**src/rtl/q_action_select_pkg.sv**
```systemverilog
// -----------------------------------------------------------------------------
// q_pkg
// Shared types and constants for the Q-learning action selector:
//   N_CELLS / Q_W / STATE_W / ADDR_W  - board and Q-table geometry
//   q_val_t                           - signed Q-value
//   cell_t                            - board cell index 0..8
//   sel_state_t                       - selector FSM states
//   mod9_nibble()                     - 4-bit value reduced modulo 9
//   first_legal_from()                - first legal cell scanning circularly
// -----------------------------------------------------------------------------
package q_pkg;

  localparam int N_CELLS = 9;
  localparam int Q_W     = 16;
  localparam int STATE_W = 15;
  localparam int ADDR_W  = 18;

  typedef logic signed [Q_W-1:0] q_val_t;
  typedef logic [3:0]            cell_t;

  typedef enum logic [1:0] {
    IDLE,
    READ,
    DRAIN,
    DONE
  } sel_state_t;

  // A 4-bit value is at most 15, so a single conditional subtract is enough.
  function automatic cell_t mod9_nibble(input logic [3:0] v);
    return (v >= 4'd9) ? cell_t'(v - 4'd9) : cell_t'(v);
  endfunction

  // First cell with mask bit set, starting at r and wrapping 8 -> 0.
  // Returns r when the mask is empty (that case never reaches a result).
  function automatic cell_t first_legal_from(input logic [N_CELLS-1:0] mask,
                                             input cell_t              r);
    cell_t res;
    cell_t c;
    logic  found;
    res   = r;
    found = 1'b0;
    for (int i = 0; i < N_CELLS; i++) begin
      c = cell_t'((int'(r) + i) % N_CELLS);
      if (!found && mask[c]) begin
        res   = c;
        found = 1'b1;
      end
    end
    return res;
  endfunction

endpackage

```
**src/rtl/q_action_select_if.sv**
```systemverilog
// -----------------------------------------------------------------------------
// q_action_select_if
// Q-table RAM read port.
//   q_rd_en    read strobe
//   q_rd_addr  read address (state_idx*9 + cell)
//   q_rd_data  read data, valid exactly one cycle after q_rd_en
// Modports: master = the selector, slave = the Q-table RAM.
// -----------------------------------------------------------------------------
interface q_action_select_if;
  import q_pkg::*;

  logic              q_rd_en;
  logic [ADDR_W-1:0] q_rd_addr;
  q_val_t            q_rd_data;

  modport master (output q_rd_en, output q_rd_addr, input  q_rd_data);
  modport slave  (input  q_rd_en, input  q_rd_addr, output q_rd_data);

endinterface

```
**src/rtl/q_action_select_max_cmp.sv**
```systemverilog
// -----------------------------------------------------------------------------
// q_max_cmp
// Combinational running-max step shared by every cell of a scan.
//   best_i / best_idx_i    current best value and its cell
//   cand_i / cand_idx_i    candidate value and its cell
//   cand_legal_i           candidate may be considered
//   first_i                no legal candidate seen yet; candidate seeds the best
//   best_o / best_idx_o    updated best value and cell
// Replacement needs a strictly greater signed value, so ties keep the earlier
// (lower-index) cell.
// -----------------------------------------------------------------------------
module q_max_cmp
  import q_pkg::*;
(
  input  q_val_t best_i,
  input  cell_t  best_idx_i,
  input  q_val_t cand_i,
  input  cell_t  cand_idx_i,
  input  logic   cand_legal_i,
  input  logic   first_i,
  output q_val_t best_o,
  output cell_t  best_idx_o
);

  // NOTE: every output gets a default before any branch, so no latch is inferred.
  always_comb begin
    best_o     = best_i;
    best_idx_o = best_idx_i;
    if (cand_legal_i && (first_i || (cand_i > best_i))) begin
      best_o     = cand_i;
      best_idx_o = cand_idx_i;
    end
  end

endmodule

```
**src/rtl/q_action_select.sv**
```systemverilog
// -----------------------------------------------------------------------------
// q_action_select
// Sequential argmax over the 9 Q-values of one board state. Reads one Q-value
// per cycle from the Q-table RAM and folds it through a single comparator.
// Fixed latency: start accepted at edge T0 -> done sampled at T11 (T1 when the
// legal mask is empty).
//
// Ports
//   clk, rst        clock, synchronous active-high reset
//   start_i         request pulse, accepted only in IDLE
//   state_idx_i     board state to evaluate (sampled with start)
//   legal_mask_i    bit i set -> cell i legal (sampled with start)
//   explore_en_i    epsilon-greedy enable (sampled with start)
//   q_if            Q-table read port (master side)
//   busy_o          scan in progress (READ/DRAIN)
//   done_o          one-cycle completion pulse
//   action_o        selected cell, held until the next result
//   best_q_o        Q-value of the selected cell
//   no_move_o       legal mask was empty
//
// Configuration
//   Q_EXPLORE_EN    when defined, adds a 16-bit LFSR and epsilon-greedy
//                   exploration; otherwise explore_en_i is ignored.
// -----------------------------------------------------------------------------
module q_action_select
  import q_pkg::*;
#(
  parameter logic [7:0] EPS_THRESH = 8'd26
) (
  input  logic                clk,
  input  logic                rst,
  input  logic                start_i,
  input  logic [STATE_W-1:0]  state_idx_i,
  input  logic [N_CELLS-1:0]  legal_mask_i,
  input  logic                explore_en_i,
  q_action_select_if.master   q_if,
  output logic                busy_o,
  output logic                done_o,
  output cell_t               action_o,
  output q_val_t              best_q_o,
  output logic                no_move_o
);

  localparam cell_t LAST_CELL = cell_t'(N_CELLS - 1);

  sel_state_t         state_q, state_d;
  cell_t              cell_q, cell_d;
  logic [STATE_W-1:0] sidx_q;
  logic [N_CELLS-1:0] mask_q;

  // Read pipeline: data on q_rd_data belongs to the cell read one cycle ago.
  logic               rd_vld_q;
  cell_t              rd_cell_q;

  // Running best across the scan.
  q_val_t             acc_val_q;
  cell_t              acc_idx_q;
  logic               acc_first_q;

  // Held result.
  cell_t              action_q;
  q_val_t             best_q_q;
  logic               no_move_q;

  logic               accept;
  logic               cand_legal;
  q_val_t             cmp_val;
  cell_t              cmp_idx;
  logic [ADDR_W-1:0]  base_addr;

  assign accept = (state_q == IDLE) && start_i;

  // state_idx*9 as shift-and-add; fits in ADDR_W for every legal state.
  assign base_addr = (ADDR_W'(sidx_q) << 3) + ADDR_W'(sidx_q);

`ifdef Q_EXPLORE_EN
  logic [15:0] lfsr_q;
  logic        explore_q;
  cell_t       expl_cell_q;
  logic        lfsr_fb;

  // Taps for x^16 + x^14 + x^13 + x^11 + 1.
  assign lfsr_fb = lfsr_q[15] ^ lfsr_q[13] ^ lfsr_q[12] ^ lfsr_q[10];

  always_ff @(posedge clk) begin
    if (rst) begin
      lfsr_q      <= 16'hACE1;
      explore_q   <= 1'b0;
      expl_cell_q <= '0;
    end else begin
      lfsr_q <= {lfsr_q[14:0], lfsr_fb};
      if (accept) begin
        explore_q   <= explore_en_i && (lfsr_q[7:0] < EPS_THRESH);
        expl_cell_q <= first_legal_from(legal_mask_i, mod9_nibble(lfsr_q[11:8]));
      end
    end
  end

  // When exploring, only the pre-chosen cell is a candidate, so the comparator
  // simply captures its value and the scan latency stays unchanged.
  assign cand_legal = explore_q ? (rd_cell_q == expl_cell_q) : mask_q[rd_cell_q];
`else
  logic unused_explore;
  assign unused_explore = ^{explore_en_i, EPS_THRESH};
  assign cand_legal     = mask_q[rd_cell_q];
`endif

  q_max_cmp u_cmp (
    .best_i       (acc_val_q),
    .best_idx_i   (acc_idx_q),
    .cand_i       (q_if.q_rd_data),
    .cand_idx_i   (rd_cell_q),
    .cand_legal_i (cand_legal),
    .first_i      (acc_first_q),
    .best_o       (cmp_val),
    .best_idx_o   (cmp_idx)
  );

  // Next state and outputs.
  always_comb begin
    state_d        = state_q;
    cell_d         = cell_q;
    q_if.q_rd_en   = 1'b0;
    q_if.q_rd_addr = '0;
    busy_o         = 1'b0;
    done_o         = 1'b0;
    unique case (state_q)
      IDLE: begin
        if (start_i) begin
          state_d = (legal_mask_i == '0) ? DONE : READ;
          cell_d  = '0;
        end
      end
      READ: begin
        busy_o         = 1'b1;
        q_if.q_rd_en   = 1'b1;
        q_if.q_rd_addr = base_addr + ADDR_W'(cell_q);
        if (cell_q == LAST_CELL) state_d = DRAIN;
        else                     cell_d  = cell_q + cell_t'(1);
      end
      DRAIN: begin
        busy_o  = 1'b1;
        state_d = DONE;
      end
      DONE: begin
        done_o  = 1'b1;
        state_d = IDLE;
      end
      default: state_d = IDLE;
    endcase
  end

  // NOTE: sequential state uses non-blocking assignments only; the registers are
  // few and small, so all of them are reset explicitly.
  always_ff @(posedge clk) begin
    if (rst) begin
      state_q     <= IDLE;
      cell_q      <= '0;
      sidx_q      <= '0;
      mask_q      <= '0;
      rd_vld_q    <= 1'b0;
      rd_cell_q   <= '0;
      acc_val_q   <= '0;
      acc_idx_q   <= '0;
      acc_first_q <= 1'b1;
      action_q    <= '0;
      best_q_q    <= '0;
      no_move_q   <= 1'b0;
    end else begin
      state_q   <= state_d;
      cell_q    <= cell_d;
      rd_vld_q  <= q_if.q_rd_en;
      rd_cell_q <= cell_q;

      if (accept) begin
        sidx_q      <= state_idx_i;
        mask_q      <= legal_mask_i;
        acc_first_q <= 1'b1;
        if (legal_mask_i == '0) begin
          action_q  <= '0;
          best_q_q  <= '0;
          no_move_q <= 1'b1;
        end
      end

      if (rd_vld_q) begin
        acc_val_q <= cmp_val;
        acc_idx_q <= cmp_idx;
        if (cand_legal) acc_first_q <= 1'b0;
      end

      // DRAIN consumes cell 8; publish the comparator output directly so the
      // result is in place when done rises.
      if (state_q == DRAIN) begin
        action_q  <= cmp_idx;
        best_q_q  <= cmp_val;
        no_move_q <= 1'b0;
      end
    end
  end

  assign action_o  = action_q;
  assign best_q_o  = best_q_q;
  assign no_move_o = no_move_q;

endmodule
```
**src/flat_wrapper.sv**
```systemverilog
// flat-port wrapper written by rule: the top's interface ports become plain ports
module q_action_select_flat import q_pkg::*;
#(
  parameter logic [7:0] EPS_THRESH = 8'd26
)
  (clk, rst, start_i, state_idx_i, legal_mask_i, explore_en_i, busy_o, done_o, action_o, best_q_o, no_move_o, q_if_q_rd_en, q_if_q_rd_addr, q_if_q_rd_data);
  q_action_select_if q_if_i ();
  input  logic clk;
  input  logic rst;
  input  logic start_i;
  input  logic [STATE_W-1:0] state_idx_i;
  input  logic [N_CELLS-1:0] legal_mask_i;
  input  logic explore_en_i;
  output logic busy_o;
  output logic done_o;
  output cell_t action_o;
  output q_val_t best_q_o;
  output logic no_move_o;
  output wire logic [$bits(q_if_i.q_rd_en)-1:0] q_if_q_rd_en;
  output wire logic [$bits(q_if_i.q_rd_addr)-1:0] q_if_q_rd_addr;
  input wire logic [$bits(q_if_i.q_rd_data)-1:0] q_if_q_rd_data;
  assign q_if_q_rd_en = q_if_i.q_rd_en;
  assign q_if_q_rd_addr = q_if_i.q_rd_addr;
  assign q_if_i.q_rd_data = q_if_q_rd_data;
  q_action_select #(.EPS_THRESH(EPS_THRESH)) u_core (.clk(clk), .rst(rst), .start_i(start_i), .state_idx_i(state_idx_i), .legal_mask_i(legal_mask_i), .explore_en_i(explore_en_i), .q_if(q_if_i), .busy_o(busy_o), .done_o(done_o), .action_o(action_o), .best_q_o(best_q_o), .no_move_o(no_move_o));
endmodule
```
**config.mk**
```make
export PLATFORM = sky130hd
export DESIGN_NAME = q_action_select_flat
export DESIGN_NICKNAME = d
export VERILOG_FILES = /design/src/rtl/q_action_select_pkg.sv /design/src/rtl/q_action_select_if.sv /design/src/rtl/q_action_select_max_cmp.sv /design/src/rtl/q_action_select.sv /design/src/flat_wrapper.sv
export SDC_FILE = /design/constraint.sdc
export NUM_CORES = 1
export LEC_CHECK = 0
export BUFFER_PORTS_ARGS = -buffer_cell sky130_fd_sc_hd__buf_2
export CAP_MARGIN = 20
export CORE_MARGIN = 2
export CORE_UTILIZATION = 59
export CTS_CLUSTER_DIAMETER = 50
export DETAILED_ROUTE_END_ITERATION = 8
export PLACE_DENSITY = 0.92
export SYNTH_ARGS = -nofsm -noshare
export SYNTH_HDL_FRONTEND = slang
export SYNTH_SLANG_ARGS = --single-unit
```
**constraint.sdc**
```tcl
create_clock -name clk -period 7.6 [get_ports clk]
set_input_delay 1.52 -clock clk [delete_from_list [all_inputs] [get_ports clk]]
set_output_delay 1.52 -clock clk [all_outputs]
set_load 0.02 [all_outputs]
```
==> flow_summary.yaml, run 1 <==
pwr:
  sw_frac_of_total: 0.3570
  vdd_drop_max_uv: 227.4
  p_per_area_nw_per_um2: 236.8
  power.internal_uw: 774.2
  leakagePower_nw: 2.228
  switching_power_uw: 429.9
  power_frac_comb: 0.334
  pwr-share-clk: 0.270
  p_seq_frac: 0.396
die:
  io_pins: 86
  rows: 31
  core_um2: 7253
  die_w_um: 90.72
  die_y_um: 90.72
  die-area_um2: 8229
  start_util: 0.6117
clock_network:
  cts_hold_buf: 0
  cts_root_buffer: "clkbuf_8"
  clock_path_buffers: 2
  cts_setup_buffers: 0
  ctsResizeCount: 0
  cts_tree: "built"
  path_clk_slew_ps: 80
  cts_buffers: 9
  h-tree-depth: 3
  clock_latency_ps: 340
  clock_sinks: 77
drt:
  drtPass1Iterations: 4
  wire_per_inst_um: 14.43
  wl_met1_um: 4389
  drtIter0Drc: 174
  vias_per_cell: 5.630
  wl_met2_um: 5027
  postRouteAntennaNets: 0
  wl_met3_um: 501
  top_layer_used: "met4"
  drc_errors: 0
  wl_um: 10100
  num_vias: 3941
logic_synthesis:
  async_flop_share: 0
  synth.distinct_cells: 49
  postSynthCellCount: 519
  synth.yosys.seq_area_share: 0.3474
  syn_nets: 616
  yosys_warnings: 0
  syn_area_per_cell_um2: 8.549
  synth_flop_cell: "dfxtp_1"
  synth_area_um2: 4437
  synth_seq_cells: 77
  synth_edf_count: 0
final_layout:
  final_cell_mix: "buf_2, nand2_1, dfxtp_1"
  area_growth_pct: 14.61
  mostFrequentLayoutCell: "buf_2"
  fin_nets: 693
  diodes: 0
  fin_area_um2: 5085
  drive_above_1_share: 0.1814
  fill_cells: 521
sta:
  tns_ps: 0
  maxClockFrequency_mhz: 210.8
  tightestPinTransition_ps: 1063
  slew_viol_final: 0
  min_period_over_period: 0.6242
  fin_hold_ws_ps: 445.2
  hold_viol: 0
  slew_headroom: 0.2914
  fin_crit_ps: 4744
  setup_ws_ps: 2856
  skew_ps: 7.235
  rsz0062_at_grt: "false"
  setup_viol: 0
global_route:
  grt_max_degree: 58
  track_usage: 0.2554
  grt_pass1_vias: 3913
  grt_first_pass_wirelength_um: 17310
  grt_overflow: 0
  antenna_found_initial: 0
critical_path:
  crit_buf_inv: 3
  max_stage_delay_ps: 520
  worstSetupStartpointType: "flop"
  path_depth: 12
  cpLargestDelayFamily: "compound AO/OA/AOI/OAI gates"
  critPathMaxFanout: 3
  worst_ep_required_time_ps: 6080
  slowest_stage: "fa_1"
  cp.arrival_ps: 3220
  cp-end-kind: "output pin"
  path_class: "reg -> out"
  crit_chain: "inv_1 > fa_1 > inv_1 > ha_1 > nor2b_1 > o21ai_0 > a21oi_1 > o211ai_1 > a31oi_1 > o21ai_0 > nor3b_1 > buf_2"
  reg2reg_depth: 10
outcome:
  run_status: "completed"
run:
  drv_cap: 0
worst_hold_path:
  min-delay-path-class: "reg -> reg"
  min_path_cells: 2
placement:
  gp_congestion: 0.8655
  dpl.hpwl_um: 7295
  io_buffer_count: 84
  placed_cell_area_um2: 4878
  pre_cts_slack_ps: 3296
## cells in the mapped netlist, types with 2 or more instances
library cell	count	share of area
dfxtp_1	77	0.35
clkbuf_1	13	0.011
nor3b_1	2	0.0034
nand4_1	5	0.0071
inv_1	37	0.031
a21oi_1	42	0.047
nor2_1	43	0.036
a31oi_1	3	0.0042
fa_1	2	0.0090
o211ai_1	2	0.0034
nor2b_1	5	0.0071
nor3_1	15	0.017
a211oi_1	3	0.0051
ha_1	51	0.14
nand2b_1	6	0.0085
o21ai_1	22	0.025
nand3_1	6	0.0068
nand2_1	80	0.068
buf_6	6	0.015
mux2i_1	40	0.090
and2_1	5	0.0071
o21a_1	5	0.0085
a21o_1	12	0.020
nor4_1	3	0.0042
o21ai_0	4	0.0045
xnor2_1	6	0.012
xor2_1	2	0.0039
## worst paths after layout
check	slack [ps]	from	endpoint
hold reg to reg	450	u_core.best_q_o[9]	u_core.best_q_o[9]
hold / removal	450	u_core.best_q_o[9]	u_core.best_q_o[9]
setup reg to reg	4560	u_core.acc_val_q[14]	u_core.acc_val_q[7]
setup / recovery	2860	u_core.sidx_q[0]	q_if_q_rd_addr[15]
## per-layer routing
layer  vias to the layer above  GRT usage
met2                       106     0.4372
met4                         0     0.1141
met3                        21    0.06928
met5                         -          0
met1                      1869     0.2980
li1                       1945          -
## final cells by class
| cell class | count | area (µm²) | share of cell area |
|---|---|---|---|
| multi-input cells | 384 | 2635 | 0.5182 |
| flip-flops and latches | 77 | 1541 | 0.3031 |
| repair buffers | 86 | 435.4 | 0.08563 |
| inverters | 38 | 142.6 | 0.02805 |
| clock buffers | 11 | 131.4 | 0.02584 |
| well taps | 99 | 123.9 | 0.02436 |
| clock inverters | 5 | 75.07 | 0.01476 |
## flip-flops by register name (all words and copies together) (netlist names), 2 cells and up
signal and count:
u_core.best_q_o 16, u_core.sidx_q 15, u_core.rd_cell_q 4, u_core.mask_q 9, u_core.acc_val_q 16, u_core.action_o 4
u_core.state_q 2, u_core.cell_q 4, u_core.acc_idx_q 4
## metrics by stage
step,utilization,std cells,total power [mW]
CTS,0.7011,700,1.205
global placement,0.6726,684,0.8630
global route,0.7011,700,1.282
floorplan,-,519,0.7793
detailed placement,0.6726,684,0.8801
finish,0.7011,700,1.204
## worst min-delay path, cell delays in order, from the launching register on
cell and delay [ps]:
dfxtp_1 310, nand2_1 50, o21ai_1 50
## power groups by stage
stage | registers (mW) | logic (mW) | clock network [mW]
after global placement | 0.483 | 0.380 | 0
after CTS | 0.476 | 0.401 | 0.328
final | 0.477 | 0.403 | 0.325
after floorplan | 0.480 | 0.299 | 0
after detailed placement | 0.486 | 0.394 | 0
after global routing | 0.482 | 0.452 | 0.348
## logic make-up (layout without fill, tap and decap cells)
logic type,after synthesis,after routing,share of synthesized area
compound gates,104,104,0.1410
xor+xnor,8,8,0.01579
fa+ha+maj,53,53,0.1528
buf+inv,58,140,0.06119
flops,77,77,0.3474
mux,42,42,0.1012
simple gates,177,177,0.1805
(Power assumes the default switching activity.)
==> inputs of run 2 (changes only) <==
ABC_AREA = 1   (was not set)
CORE_UTILIZATION = 57   (was 59)
PLACE_DENSITY = 0.89   (was 0.92)
clock period = 5 ns   (was 7.6 ns; I/O delays follow)
==> run 2 against run 1 <==
Sequential power increased by 77%. Area after synthesis increased by 15%. Die area increased by 18%.
==> flow_summary.yaml, run 2 <==
clock_network:
  cts_buffers: 9
  cts_hold_buf: 0
  clock_path_buffers: 2
  clock_sinks: 77
  cts_setup_buffers: 0
  clock_latency_ps: 360
  h-tree-depth: 3
  cts_tree: "built"
  path_clk_slew_ps: 80
  ctsResizeCount: 0
  cts_root_buffer: "clkbuf_8"
drt:
  top_layer_used: "met4"
  wire_per_inst_um: 13.83
  postRouteAntennaNets: 0
  drtPass1Iterations: 5
  num_vias: 4909
  wl_met2_um: 6185
  wl_met3_um: 853
  drc_errors: 0
  wl_met1_um: 5046
  drtIter0Drc: 221
  vias_per_cell: 5.503
  wl_um: 12330
global_route:
  grt_first_pass_wirelength_um: 21160
  grt_max_degree: 49
  antenna_found_initial: 0
  grt_overflow: 0
  track_usage: 0.2622
  grt_pass1_vias: 4934
sta:
  rsz0062_at_grt: "false"
  tightestPinTransition_ps: 896.2
  tns_ps: 0
  hold_viol: 0
  slew_viol_final: 0
  maxClockFrequency_mhz: 247.3
  skew_ps: 12.03
  setup_viol: 0
  setup_ws_ps: 957.1
  min_period_over_period: 0.8086
  slew_headroom: 0.4011
  fin_hold_ws_ps: 476.1
  fin_crit_ps: 4043
logic_synthesis:
  synth_area_leaders: "dfxtp_1, ha_1, nand2_1"
  synth_flop_cell: "dfxtp_1"
  synthMostInstantiatedCell: "nand2_1"
  synth.distinct_cells: 37
  synth_area_um2: 5109
  synth_top_cell_area_share: 0.3017
  synth_commonest_cells: "nand2_1, inv_1, dfxtp_1, nor2_1, a21oi_1"
  yosys.area.top_type: "dfxtp_1"
  synth_edf_count: 0
  synth.yosys.seq_area_share: 0.3017
  syn_nets: 804
  postSynthCellCount: 707
  synth_seq_cells: 77
  async_flop_share: 0
  syn_area_per_cell_um2: 7.226
  yosys_warnings: 0
pwr:
  pwr-share-clk: 0.173
  power.internal_mw: 1.499
  vdd_drop_max_uv: 321.4
  switching_power_mw: 1.320
  leakagePower_nw: 2.847
  p_per_area_nw_per_um2: 490.4
  p_seq_frac: 0.300
  sw_frac_of_total: 0.4681
  power_frac_comb: 0.528
die:
  rows: 34
  die_w_um: 98.67
  io_pins: 86
  die-area_um2: 9736
  die_y_um: 98.67
  start_util: 0.5858
  core_um2: 8721
critical_path:
  cp-end-kind: "output pin"
  reg2reg_slack_ps: 2200
  cp.arrival_ps: 3040
  reg2reg_depth: 18
  worstSetupStartpointType: "flop"
  regToRegEndpoint: "u_core.acc_val_q[15]"
  critPathMaxFanout: 5
  path_class: "reg -> out"
  worst_ep_required_time_ps: 4000
  reg2reg_from: "u_core.acc_val_q[9]"
run:
  drv_cap: 0
worst_hold_path:
  min-delay-path-class: "reg -> reg"
  min_path_cells: 2
  min_to: "u_core.best_q_o[8]"
  min_from: "u_core.best_q_o[8]"
placement:
  io_buffer_count: 84
  pre_cts_slack_ps: 1397
  dp_cells: 876
  gp_congestion: 0.8372
  placed_cell_area_um2: 5545
  dpl.hpwl_um: 8812
final_layout:
  area_growth_pct: 12.52
  final_cells: 892
  multi_input_comb_area_um2: 3017
  drive_above_1_share: 0.2232
  mostFrequentLayoutCell: "nand2_1"
  fin_area_um2: 5748
  regArea_um2: 1541
  fin_nets: 876
  fill_cells: 716
  final_cell_mix: "nand2_1, inv_1, buf_2"
  diodes: 0
outcome:
  run_status: "completed"
[run 2: per-layer routing]
| metal | GRT usage | up-vias |
|---|---|---|
| met2 | 0.4626 | 196 |
| li1 | - | 2424 |
| met3 | 0.06099 | 29 |
| met4 | 0.1075 | 0 |
| met5 | 0 | - |
| met1 | 0.3059 | 2260 |
[run 2: metrics by stage]
stage | total power, mW | utilization
2_1_floorplan | 2.001 | -
3_3_place_gp | 2.246 | 0.6359
3_5_place_dp | 2.317 | 0.6359
4_1_cts | 2.810 | 0.6591
5_1_grt | 3.043 | 0.6591
6_report | 2.819 | 0.6591
[run 2: area by class of cell]
class / count / share of cell area
well taps: 108 / 0.02351
multi-input cells: 496 / 0.5248
repair buffers: 88 / 0.07836
clock buffers: 13 / 0.02764
flip-flops and latches: 77 / 0.2682
inverters: 107 / 0.06987
clock inverters: 3 / 0.007619
[run 2: worst max path at each step]
stage	slack (ps)	from	cells after the start	endpoint
after floorplan	1570	u_core.sidx_q[0]	12	q_if_q_rd_addr[11]
after global placement	1480	u_core.sidx_q[0]	13	q_if_q_rd_addr[11]
after detailed placement	1400	u_core.sidx_q[0]	13	q_if_q_rd_addr[14]
after CTS	1000	u_core.sidx_q[0]	13	q_if_q_rd_addr[14]
after global routing	710	u_core.sidx_q[0]	13	q_if_q_rd_addr[11]
final	960	u_core.sidx_q[0]	13	q_if_q_rd_addr[11]
[run 2: cells by family (layout without fill, tap and decap cells)]
family | count (synthesis) | in the layout | share of synthesized area
AND/OR/NAND/NOR | 298 | 298 | 0.2922
AO/OA/AOI/OAI | 141 | 141 | 0.1587
buffers and inverters | 134 | 211 | 0.1078
flip-flops | 77 | 77 | 0.3017
adder cells (fa/ha/maj) | 53 | 53 | 0.1327
XOR/XNOR | 4 | 4 | 0.006859
[run 2: worst max-delay path, stage by stage (launching register included)]
cell and delay (ps):
dfxtp_1 350, inv_1 80, fa_1 530, inv_1 50
ha_1 340, nand3_1 120, nand2_1 110, nand2_1 70
a31oi_1 290, a21oi_1 160, o21ai_1 200, o21ai_1 80
a21oi_1 140, buf_2 170
[run 2: power by group through the flow]
stage | Clock (mW) | Sequential, mW | Combinational [mW]
after floorplan | 0 | 0.854 | 1.15
after global placement | 0 | 0.850 | 1.40
after detailed placement | 0 | 0.857 | 1.46
after CTS | 0.491 | 0.843 | 1.48
after global routing | 0.525 | 0.861 | 1.66
final | 0.486 | 0.846 | 1.49
==> inputs of run 3 (changes only) <==
CORE_UTILIZATION = 52   (was 57)
PLACE_DENSITY = 0.86   (was 0.89)
clock period = 3.3 ns   (was 5 ns; I/O delays follow)
==> run 3 against run 2 <==
The flow now finishes with violations (setup timing). Final cell count increased by 4.7%. First-iteration DRC count increased by 12%. Final area increased by 7.1%. Critical path depth unchanged. Global-route usage decreased by 3.0 points. Clock skew decreased by 4.6 ps. Hold slack got worse by 1.2 ps. Register-to-register slack got worse by 1200 ps. Routed wire length increased by 1.2%. Sequential share of layout area decreased by 1.7 points. Clock power increased by 61%. Largest cell class unchanged.
==> flow_summary.yaml, run 3 (synthesis results as in run 2) <==
outcome:
  run_status: "complete, but fails checks"
  failed_checks: "setup timing"
pwr:
  sw_frac_of_total: 0.4565
  power_frac_comb: 0.550
  p_seq_frac: 0.278
  leakagePower_nw: 2.969
  power.internal_mw: 2.473
  pwr-share-clk: 0.172
  vdd_drop_max_uv: 514.8
  p_per_area_nw_per_um2: 739.2
  switching_power_mw: 2.077
drt:
  drtIter0Drc: 247
  drc_errors: 0
  postRouteAntennaNets: 0
  wl_um: 12490
  wire_per_inst_um: 13.37
  drtPass1Iterations: 4
  vias_per_cell: 5.187
  num_vias: 4845
final_layout:
  area_growth_pct: 20.50
  mostFrequentLayoutCell: "nand2_1"
  fin_util: 0.6386
  diodes: 0
  drive_above_1_share: 0.2884
  fin_nets: 894
  fin_area_um2: 6156
  final_cell_mix: "nand2_1, inv_1, nor2_1, buf_2, dfxtp_1"
global_route:
  track_usage: 0.2320
  antenna_found_initial: 0
  grt_pass1_vias: 4550
  grt_overflow: 0
  grt_max_degree: 48
  grt_first_pass_wirelength_um: 19870
clock_network:
  clock_sinks: 77
  cts_root_buffer: "clkbuf_8"
  h-tree-depth: 3
  clock_path_buffers: 2
  cts_buffers: 9
  clock_latency_ps: 350
  cts_tree: "built"
  path_clk_slew_ps: 80
die:
  die_y_um: 103.1
  io_pins: 86
  die-area_um2: 10630
  die_w_um: 103.1
  rows: 36
  start_util: 0.5300
  core_um2: 9639
sta:
  tns_ps: -580.4
  rsz0062_at_grt: "true"
  setup_viol: 7
  skew_ps: 7.407
  slew_viol_final: 0
  setup_ws_ps: -197.2
  fin_hold_ws_ps: 474.9
  min_period_over_period: 1.060
  hold_viol: 0
  maxClockFrequency_mhz: 285.9
  fin_crit_ps: 3497
  slew_headroom: 0.5199
  tightestPinTransition_ps: 719.4
critical_path:
  crit_chain: "inv_2 > fa_1 > inv_2 > ha_4 > nand3_2 > nand3_2 > a21oi_2 > o21ai_2 > inv_1 > o21ai_2 > o21ai_0 > a21oi_1 > buf_4"
  critPathMaxFanout: 4
  worst_ep_required_time_ps: 2640
  slowest_stage: "fa_1"
  crit_buf_inv: 4
  cp.arrival_ps: 2840
  cp-end-kind: "output pin"
  max_stage_delay_ps: 550
  reg2reg_depth: 16
  path_class: "reg -> out"
  cpLargestDelayFamily: "adder cells"
  worstSetupStartpointType: "flop"
  path_depth: 13
placement:
  gp_congestion: 0.8664
  io_buffer_count: 84
  dpl.hpwl_um: 8294
  placed_cell_area_um2: 5647
worst_hold_path:
  min-delay-path-class: "reg -> reg"
  min_path_cells: 2
run:
  drv_cap: 0
==> run 3: path summary, 6_finish.rpt <==
path	startpoint	end	slack, ps
max	u_core.sidx_q[0]	q_if_q_rd_addr[10]	-200
min	u_core.best_q_o[9]	u_core.best_q_o[9]	470
max reg2reg	u_core.acc_val_q[15]	u_core.acc_idx_q[1]	1020
min reg2reg	u_core.best_q_o[9]	u_core.best_q_o[9]	470
==> run 3: through the flow <==
step | std cells | power [mW] | setup slack [ps]
floorplan | 707 | 3.032 | 205.8
CTS | 933 | 4.410 | -94.05
detailed placement | 907 | 3.549 | 78.23
global route | 934 | 4.888 | -343.6
finish | 934 | 4.550 | -197.2
global placement | 907 | 3.482 | 155.1
==> run 3: cell type report <==
class / instances / area [µm²]
fill: 826 / 3483
multi-input combinational: 496 / 3184
sequential: 77 / 1548
timing repair buffer: 106 / 643.1
inverter: 107 / 401.6
tap: 133 / 166.4
clock buffer: 10 / 137.6
clock inverter: 5 / 75.07
==> run 3: power groups by stage <==
stage | clock, mW | combinational (mW) | sequential (mW)
2_1_floorplan | 0 | 1.74 | 1.29
3_3_place_gp | 0 | 2.21 | 1.27
3_5_place_dp | 0 | 2.27 | 1.28
4_1_cts | 0.788 | 2.36 | 1.26
5_1_grt | 0.834 | 2.77 | 1.29
6_report | 0.781 | 2.50 | 1.26
==> run 3: tightest hold or removal path: cells and delay by family, from the launching register on <==
family / cells / cell delay (ps)
simple gates: 1 / 80
flops: 1 / 310
compound gates: 1 / 50
==> run 3: metal layers <==
layer	global-route usage	up-vias	share of wire
met4	0.07490	0	0.025
li1	-	2459	-
met3	0.04271	36	0.051
met2	0.4046	155	0.48
met1	0.2891	2195	0.44
met5	0	-	0
==> run 3: timing repair <==
item | in CTS | in global routing
pin swaps | 13 | 17
endpoints found under the setup margin | 10 | 11
resized for setup | 25 | 28
endpoints found under the hold margin | 0 | 0
buffers inserted | 11 | 2
gates cloned | 0 | 0
hold buffers | 0 | 0
